`src/rtl/gated_clk_ctrl_pkg.sv`:
```
// Shared types and defaults for the gated clock branch sequencer.
// State encoding is fixed because the gated-clock cell wrapper decodes it.
package gated_clk_ctrl_pkg;

    typedef enum logic [1:0] {
        ST_OFF  = 2'd0,
        ST_WAKE = 2'd1,
        ST_ON   = 2'd2,
        ST_HOLD = 2'd3
    } state_t;

    localparam int WAKE_CYC_DEF = 2;
    localparam int IDLE_CYC_DEF = 8;

    function automatic int max_int(input int a, input int b);
        return (a > b) ? a : b;
    endfunction

endpackage

```
`src/rtl/gated_clk_ctrl_if.sv`:
```
// Requester-side bundle of the gated clock sequencer: requests, acks and clock status.
// The master side is the requester group; the slave side is the sequencer.
interface gated_clk_ctrl_if #(
    parameter int N_REQ = 4
);
    logic             gate_en;
    logic [N_REQ-1:0] req;
    logic [N_REQ-1:0] ack;
    logic             clken;
    logic             busy;

    modport master (
        output gate_en,
        output req,
        input  ack,
        input  clken,
        input  busy
    );

    modport slave (
        input  gate_en,
        input  req,
        output ack,
        output clken,
        output busy
    );
endinterface

```
`src/rtl/gated_clk_ctrl_dly_cnt.sv`:
```
// Loadable down-counter shared by the wake settle and idle hysteresis delays.
// Stops at zero so a stray decrement never wraps into a long delay.
module gclk_dly_cnt #(
    parameter int CNT_W = 4
) (
    input  logic             clkin,
    input  logic             rst_n,
    input  logic             load,
    input  logic             dec,
    input  logic [CNT_W-1:0] load_val,
    output logic             zero
);
    logic [CNT_W-1:0] cnt;

    always_ff @(posedge clkin) begin
        if (!rst_n)
            cnt <= '0;
        else if (load)
            cnt <= load_val;
        else if (dec && (cnt != '0))
            cnt <= cnt - 1'b1;
    end

    assign zero = (cnt == '0);
endmodule

```
`src/rtl/gated_clk_ctrl.sv`:
```
// Sequencer for one gated clock branch: request collection, wake settle, idle hysteresis.
// Optional on-time statistics counter enabled by defining CLK_GATE_STATS_EN.
//
// state   | meaning
// OFF     | clock gated, waiting for any request or gate_en=0
// WAKE    | clken high, waiting WAKE_CYC cycles for the branch to settle
// ON      | clock running and settled; acks follow requests
// HOLD    | no request; keep clock for IDLE_CYC cycles before gating
module gated_clk_ctrl
    import gated_clk_ctrl_pkg::*;
#(
    parameter int N_REQ    = 4,
    parameter int WAKE_CYC = WAKE_CYC_DEF,
    parameter int IDLE_CYC = IDLE_CYC_DEF,
    parameter int CNT_W    = 4
`ifdef CLK_GATE_STATS_EN
    ,
    parameter int STAT_W   = 32
`endif
) (
    input  logic              clkin,
    input  logic              rst_n,
    gated_clk_ctrl_if.slave   bus
`ifdef CLK_GATE_STATS_EN
    ,
    input  logic              stat_clr,
    output logic [STAT_W-1:0] on_cnt
`endif
);
    state_t           state;
    logic             clken_q;
    logic             wake;
    logic             cnt_load;
    logic             cnt_dec;
    logic             cnt_zero;
    logic [CNT_W-1:0] cnt_val;

    assign wake = (|bus.req) | ~bus.gate_en;

    // WAKE decrements unconditionally: the settle delay always completes.
    always_comb begin
        cnt_load = 1'b0;
        cnt_dec  = 1'b0;
        cnt_val  = '0;
        case (state)
            ST_OFF: begin
                if (wake) begin
                    cnt_load = 1'b1;
                    cnt_val  = CNT_W'(WAKE_CYC - 1);
                end
            end
            ST_WAKE: cnt_dec = 1'b1;
            ST_ON: begin
                if (!wake) begin
                    cnt_load = 1'b1;
                    cnt_val  = CNT_W'(IDLE_CYC - 1);
                end
            end
            ST_HOLD: cnt_dec = ~wake;
            default: cnt_dec = 1'b0;
        endcase
    end

    gclk_dly_cnt #(.CNT_W(CNT_W)) u_dly_cnt (
        .clkin    (clkin),
        .rst_n    (rst_n),
        .load     (cnt_load),
        .dec      (cnt_dec),
        .load_val (cnt_val),
        .zero     (cnt_zero)
    );

    always_ff @(posedge clkin) begin
        if (!rst_n) begin
            state   <= ST_OFF;
            clken_q <= 1'b0;
        end else begin
            case (state)
                ST_OFF: begin
                    if (wake) begin
                        state   <= ST_WAKE;
                        clken_q <= 1'b1;
                    end
                end
                ST_WAKE: begin
                    if (cnt_zero)
                        state <= ST_ON;
                end
                ST_ON: begin
                    if (!wake)
                        state <= ST_HOLD;
                end
                ST_HOLD: begin
                    if (wake) begin
                        state <= ST_ON;
                    end else if (cnt_zero) begin
                        state   <= ST_OFF;
                        clken_q <= 1'b0;
                    end
                end
                default: begin
                    state   <= ST_OFF;
                    clken_q <= 1'b0;
                end
            endcase
        end
    end

    assign bus.clken = clken_q;
    assign bus.busy  = (state != ST_OFF);
    assign bus.ack   = bus.req & {N_REQ{state == ST_ON}};

`ifdef CLK_GATE_STATS_EN
    always_ff @(posedge clkin) begin
        if (!rst_n || stat_clr)
            on_cnt <= '0;
        else if (clken_q && (on_cnt != {STAT_W{1'b1}}))
            on_cnt <= on_cnt + 1'b1;
    end
`endif
endmodule
```
`src/flat_wrapper.sv`:
```
// flat-port wrapper written by rule: the top's interface ports become plain ports
module gated_clk_ctrl_flat import gated_clk_ctrl_pkg::*;
#(
    parameter int N_REQ    = 4,
    parameter int WAKE_CYC = WAKE_CYC_DEF,
    parameter int IDLE_CYC = IDLE_CYC_DEF,
    parameter int CNT_W    = 4

)
  (clkin, rst_n, bus_gate_en, bus_req, bus_ack, bus_clken, bus_busy);
  gated_clk_ctrl_if #(.N_REQ(N_REQ)) bus_i ();
  input  logic clkin;
  input  logic rst_n;
  input wire logic [$bits(bus_i.gate_en)-1:0] bus_gate_en;
  input wire logic [$bits(bus_i.req)-1:0] bus_req;
  output wire logic [$bits(bus_i.ack)-1:0] bus_ack;
  output wire logic [$bits(bus_i.clken)-1:0] bus_clken;
  output wire logic [$bits(bus_i.busy)-1:0] bus_busy;
  assign bus_i.gate_en = bus_gate_en;
  assign bus_i.req = bus_req;
  assign bus_ack = bus_i.ack;
  assign bus_clken = bus_i.clken;
  assign bus_busy = bus_i.busy;
  gated_clk_ctrl #(.N_REQ(N_REQ), .WAKE_CYC(WAKE_CYC), .IDLE_CYC(IDLE_CYC), .CNT_W(CNT_W)) u_core (.clkin(clkin), .rst_n(rst_n), .bus(bus_i));
endmodule
```
`config.mk`:
```
export PLATFORM = sky130hd
export DESIGN_NAME = gated_clk_ctrl_flat
export DESIGN_NICKNAME = d
export VERILOG_FILES = /design/src/rtl/gated_clk_ctrl_pkg.sv /design/src/rtl/gated_clk_ctrl_if.sv /design/src/rtl/gated_clk_ctrl_dly_cnt.sv /design/src/rtl/gated_clk_ctrl.sv /design/src/flat_wrapper.sv
export SDC_FILE = /design/constraint.sdc
export NUM_CORES = 1
export LEC_CHECK = 0
export CAP_MARGIN = 20
export CORE_AREA = 2 2 39 41
export DETAILED_ROUTE_END_ITERATION = 10
export DIE_AREA = 0 0 41 43
export PLACE_DENSITY = 0.61
export SLEW_MARGIN = 20
export SYNTH_ARGS = -nofsm -noshare
export SYNTH_HDL_FRONTEND = slang
export SYNTH_HIERARCHICAL = 1
export SYNTH_SLANG_ARGS = --single-unit
```
`constraint.sdc`:
```
create_clock -name clkin -period 2.95 [get_ports clkin]
set_clock_uncertainty 0.1 [all_clocks]
set_input_delay 0.295 -clock clkin [delete_from_list [all_inputs] [get_ports clkin]]
set_output_delay 0.295 -clock clkin [all_outputs]
set_load 0.005 [all_outputs]
```
==> metrics.cfg, run 1 <==
[clock_network]
tritoncts=built
cts_max_path_buffers=2
cts_sinks=7
postCtsResizedCells=0
postCtsSetupRepairBufs=0
clk_pin_slew_ns=0.06
htree_levels=1
root_buffer=clkbuf_4
hold_buffers=0
cts_inserted_buffers=3
worstSkewPairLatency_ns=0.25

[drt]
drtIter0Drc=3
detail_route.vias_per_cell=5.089
postRouteAntennaNets=0
wirelength_um=1045
drtPass1Iterations=2
drcViolationCount=0
wire_per_inst_um=11.61
via_count=458

[global_route]
grt_pass1_wl_um=1731
grt_use_total_pct=15.09
grt_max_degree=9
overflow=0
antenna_found_initial=0
grt_pass1_vias=447

[finish]
antenna_cells=0
drive_gt1_share_pct=14.86
final_common_cell=clkdlybuf4s50_1
nNetsFinal=83
syn2layout_area_growth_pct=36.19
final_cell_mix=clkdlybuf4s50_1, dfxtp_1, inv_1

[die]
start_util_pct=33.73
dieArea_mm2=0.001763
rows=14
coreArea_mm2=0.001384
die_h_um=43
die_x_um=41
ios=13

[pwr]
ir_worst_vdd_v=0.0003746
finalPower_w=0.0005629
powerDensity_mw_per_mm2=885.5
power.leakage_nw=0.2388

[logic_synthesis]
yosysWarnings=6
synth.area.top_cells=dfxtp_1, and2_1, nor3b_1
ys.flop_type=dfxtp_1
yosys.cell_types.count=31
syn_area_um2=466.7
synthArstFlopShare_pct=0
yosysTopAreaCell=dfxtp_1
netlist_instances=58
syn-num-nets=66
ys_ff_latch=7
synth_top_area_share_pct=30.03
synth_seq_area_share_pct=30.03
post_synth.cell_area_avg_um2=8.047
synth_edf_count=0

[timing]
finalCriticalPeriod_ns=2.397
setup-tns-final_ns=0
rsz0062_at_grt=false
setup_violations=0
finalHoldViolCount=0
fmaxAchievable_ghz=0.4171
drv_slew=0
timing.final.crit_share_pct=81.26

[setup_path]
end_kind=register
crit_type=in2reg
cp_max_fo=6
cp.required_ns=2.99
critPathLaunchType=input port
worstPathArrival_ns=2.43

[job]
max_cap_violations=0

[place]
port_buffers=12
gp_congestion=0.6763
dp_hpwl_um=837.7

[worst_hold_path]
hp-class=reg2reg

[status]
status=complete, no violations

-- critical path: stages --
cell and delay [ns]:
clkdlybuf4s50_1 0.40, or4b_1 0.62, o21ai_0 0.26, and2_1 0.28, nor4b_2 0.28, mux2i_1 0.21, a21oi_1 0.07
-- flip-flops by register name (all words and copies together) (netlist names) --
signal,flops
u_core/bus.clken,1
u_core/state,2
u_core/u_dly_cnt/cnt,4
-- synthesized netlist by cell type, types with 2 or more instances --
| master | count |
|---|---|
| nand3_1 | 3 |
| o21ai_0 | 2 |
| nor2_1 | 4 |
| nor3b_1 | 3 |
| nand2_1 | 4 |
| inv_1 | 5 |
| a21oi_1 | 2 |
| and2_1 | 4 |
| nor3_1 | 3 |
| dfxtp_1 | 7 |
-- metal layers --
layer / track usage [%] / vias up / wire (um)
met5: 0 / - / 0
li1: - / 243 / -
met4: 6.000 / 0 / 0
met1: 16.18 / 202 / 509
met2: 23.44 / 13 / 485
met3: 8.377 / 0 / 50
-- final timing paths --
kind                                start                      end  slack [ns]  cells past startpoint
setup reg to reg  u_core/u_dly_cnt/cnt[0]         u_core/bus.clken        1.03                      7
hold reg to reg   u_core/u_dly_cnt/cnt[2]  u_core/u_dly_cnt/cnt[2]        0.43                      2
hold / removal    u_core/u_dly_cnt/cnt[2]  u_core/u_dly_cnt/cnt[2]        0.43                      2
setup / recovery               bus_req[0]  u_core/u_dly_cnt/cnt[3]        0.55                      7
-- cell type report --
class,instances,area (um^2)
Clock buffer,4,26.28
Fill cell,146,748.2
Inverter,6,23.77
Multi-Input combinational cell,44,297.8
Sequential cell,7,140.1
Tap cell,16,20.02
Timing Repair Buffer,13,127.6
-- where the power goes --
| group | leakage [nW] | internal (W) | total [W] | switching [W] |
|---|---|---|---|---|
| combinational | 0.166 | 0.000157 | 0.000304 | 0.000147 |
| clock | 0.0150 | 0.0000517 | 0.0000885 | 0.0000368 |
| sequential | 0.0580 | 0.000130 | 0.000170 | 0.0000401 |
-- logic make-up (layout without fill, tap and decap cells) --
kind of cell / Yosys count / count (layout) / synth area share, %
muxes: 1 / 1 / 2.145
adders and majority gates: 1 / 1 / 2.681
other: 1 / 1 / 0.8035
and+or+nand+nor: 32 / 32 / 43.43
DFF: 7 / 7 / 30.03
AOI/OAI and AO/OA: 9 / 9 / 14.75
buffers and inverters: 7 / 23 / 6.165
-- per-stage QoR --
step | util [%] | cell area (um^2) | hold WS, ns | worst slack (ns) | cells
global route | 45.93 | 635.6 | 0.4583 | 0.3452 | 90
floorplan | - | 466.7 | 0.3133 | 0.8531 | 58
CTS | 45.93 | 635.6 | 0.4342 | 0.5459 | 90
global placement | 44.03 | 609.3 | 0.4138 | 0.3519 | 86
detailed placement | 44.03 | 609.3 | 0.4258 | 0.2748 | 86
finish | 45.93 | 635.6 | 0.4284 | 0.5527 | 90
(Power assumes the default switching activity.)
==> inputs of run 2 (changes only) <==
==> constraint.sdc (replaced) <==
create_clock -name clkin -period 2.47 [get_ports clkin]
set_clock_uncertainty 0.1 [all_clocks]
set_input_delay 0.247 -clock clkin [delete_from_list [all_inputs] [get_ports clkin]]
set_output_delay 0.247 -clock clkin [all_outputs]
set_load 0.005 [all_outputs]
==> metrics.cfg, run 2 (same netlist as run 1, synthesis figures left out) <==
[status]
status=complete, no violations  ; unchanged

[clock_network]
tritoncts=built  ; unchanged
root_buffer=clkbuf_4  ; unchanged
htree_levels=1  ; unchanged
clk_pin_slew_ns=0.06  ; about the same
postCtsSetupRepairBufs=0  ; unchanged
cts_max_path_buffers=2  ; unchanged
worstSkewPairLatency_ns=0.25  ; about the same
cts_inserted_buffers=3  ; unchanged
postCtsResizedCells=0  ; unchanged
hold_buffers=0  ; unchanged
cts_sinks=7  ; unchanged

[pwr]
p_sw_share_pct=39.17  ; was 39.83%
combPwrFrac_pct=54.2  ; was 54.1%
intPower_w=0.0004144  ; was 0.0003387 W
ir_worst_vdd_v=0.0005470  ; was 0.0003746 V
power.leakage_nw=0.2481  ; was 0.2388 nW
p_clk_share_pct=15.8  ; was 15.7%
seq_power_share_pct=30.0  ; was 30.2%
powerDensity_mw_per_mm2=1047  ; was 885.5 mW/mm^2
p_sw_w=0.0002669  ; was 0.0002242 W

[setup_path]
worstPathArrival_ns=2.17  ; was 2.43 ns
slowest_delay_ns=0.54  ; was 0.62 ns
cp_max_fo=3  ; was 6
crit_type=in2reg  ; unchanged
end_kind=register  ; unchanged
regToRegStartpoint=u_core/u_dly_cnt/cnt[0]  ; unchanged
crit_chain=clkdlybuf4s50_1 -> or4b_1 -> o21ai_0 -> and2_1 -> nor4b_2 -> mux2i_1 -> a21oi_1  ; unchanged
r2r_cells=7  ; unchanged
critPathLaunchType=input port  ; unchanged
crit_start=bus_req[0]  ; unchanged
cp_slowest_cell=or4b_1  ; unchanged
r2r_slack_ns=0.56  ; was 1.03 ns
rr_endpoint=u_core/bus.clken  ; unchanged
cp.required_ns=2.50  ; was 2.99 ns
endpoint=u_core/u_dly_cnt/cnt[3]  ; unchanged

[place]
port_buffers=12  ; unchanged
dp_hpwl_um=795.1  ; was 837.7 um
gp_congestion=0.6955  ; was 0.6763
postPlaceCellArea_um2=624.3  ; was 609.3 um^2

[drt]
wirelength_um=1044  ; was 1045 um
drtIter0Drc=12  ; was 3
drtPass1Iterations=4  ; was 2
detail_route.vias_per_cell=5.043  ; was 5.089
postRouteAntennaNets=0  ; unchanged
wire_per_inst_um=11.35  ; was 11.61 um
via_count=464  ; was 458
drcViolationCount=0  ; unchanged

[worst_hold_path]
hp-class=reg2reg  ; unchanged
holdCritStartpoint=u_core/u_dly_cnt/cnt[0]  ; was u_core/u_dly_cnt/cnt[2]

[finish]
final_cell_mix=clkdlybuf4s50_1, dfxtp_1, inv_1  ; unchanged
design_area_um2=650.6  ; was 635.6 um^2
largest_reg_flops=4  ; unchanged
top_register=u_core/u_dly_cnt/cnt  ; unchanged
drive_gt1_share_pct=17.11  ; was 14.86%
nNetsFinal=85  ; was 83
antenna_cells=0  ; unchanged
syn2layout_area_growth_pct=39.41  ; was 36.19%
fillCellCount=140  ; was 146
final_common_cell=clkdlybuf4s50_1  ; unchanged

[timing]
setup-tns-final_ns=0  ; unchanged
finalCriticalPeriod_ns=2.146
rsz0062_at_grt=false  ; unchanged
timing.final.crit_share_pct=86.88
drv_slew=0  ; unchanged
finalHoldViolCount=0  ; unchanged
fmaxAchievable_ghz=0.4660
setup_violations=0  ; unchanged

[global_route]
grt_pass1_wl_um=1856  ; was 1731 um
grt_max_degree=9  ; unchanged
antenna_found_initial=0  ; unchanged
grt_pass1_vias=448  ; was 447
overflow=0  ; unchanged
grt_use_total_pct=15.68  ; was 15.09%

[die]
coreArea_mm2=0.001384  ; unchanged
start_util_pct=33.73  ; unchanged
ios=13  ; unchanged
rows=14  ; unchanged
dieArea_mm2=0.001763  ; unchanged
die_h_um=43  ; unchanged
die_x_um=41  ; unchanged

[job]
max_cap_violations=0  ; unchanged

-- run 2: changes by cell type in the layout (fill, tap and decap cells not counted), sizes merged --
cell | before | now
buf | 1 | 3
-- run 2: worst min path at each step --
stage                         endpoint  slack (ns)  cells after the start
3_5_place_dp   u_core/u_dly_cnt/cnt[2]        0.43                      2
2_1_floorplan         u_core/bus.clken        0.27                      2
3_3_place_gp   u_core/u_dly_cnt/cnt[2]        0.42                      2
4_1_cts        u_core/u_dly_cnt/cnt[0]        0.44                      2
5_1_grt        u_core/u_dly_cnt/cnt[2]        0.45                      2
6_report       u_core/u_dly_cnt/cnt[0]        0.43                      2
-- run 2: final cells by class --
type                    count  area (um^2)  area share, %
inverters                   6        23.77          3.654
well taps                  16        20.02          3.077
multi-input cells          44        297.8          45.77
flip-flops and latches      7        140.1          21.54
clock buffers               4        26.28          4.038
repair buffers             15        142.6          21.92
-- run 2: power groups by stage --
| stage | logic [W] | registers (W) | clock network, W |
|---|---|---|---|
| final | 0.000370 | 0.000204 | 0.000107 |
| after global routing | 0.000422 | 0.000213 | 0.000124 |
| after CTS | 0.000373 | 0.000205 | 0.000115 |
| after detailed placement | 0.000369 | 0.000207 | 0 |
| after global placement | 0.000368 | 0.000206 | 0 |
| after floorplan | 0.000247 | 0.000194 | 0 |
-- run 2: metal layers --
layer  wire [um]  track usage, %
met5           0               0
met4           0           6.000
met3          84           7.853
met2         476           22.81
met1         483           19.03
-- run 2: stage by stage --
| stage | hold WS [ns] | instances | util [%] | setup slack, ns | power, W |
|---|---|---|---|---|---|
| 2_1_floorplan | 0.2653 | 58 | - | 0.4211 | 0.0004403 |
| 3_3_place_gp | 0.4171 | 88 | 45.12 | 0.03765 | 0.0005742 |
| 3_5_place_dp | 0.4263 | 88 | 45.12 | 0.06682 | 0.0005767 |
| 4_1_cts | 0.4361 | 92 | 47.02 | 0.3223 | 0.0006935 |
| 5_1_grt | 0.4548 | 92 | 47.02 | 0.1667 | 0.0007598 |
| 6_report | 0.4299 | 92 | 47.02 | 0.3241 | 0.0006813 |
-- run 2: worst max-delay path: cells and delay by family --
kind | cells | cell delay [ns]
and+or+nand+nor | 3 | 0.96
muxes | 1 | 0.23
AOI/OAI and AO/OA | 2 | 0.33
buffers and inverters | 1 | 0.40
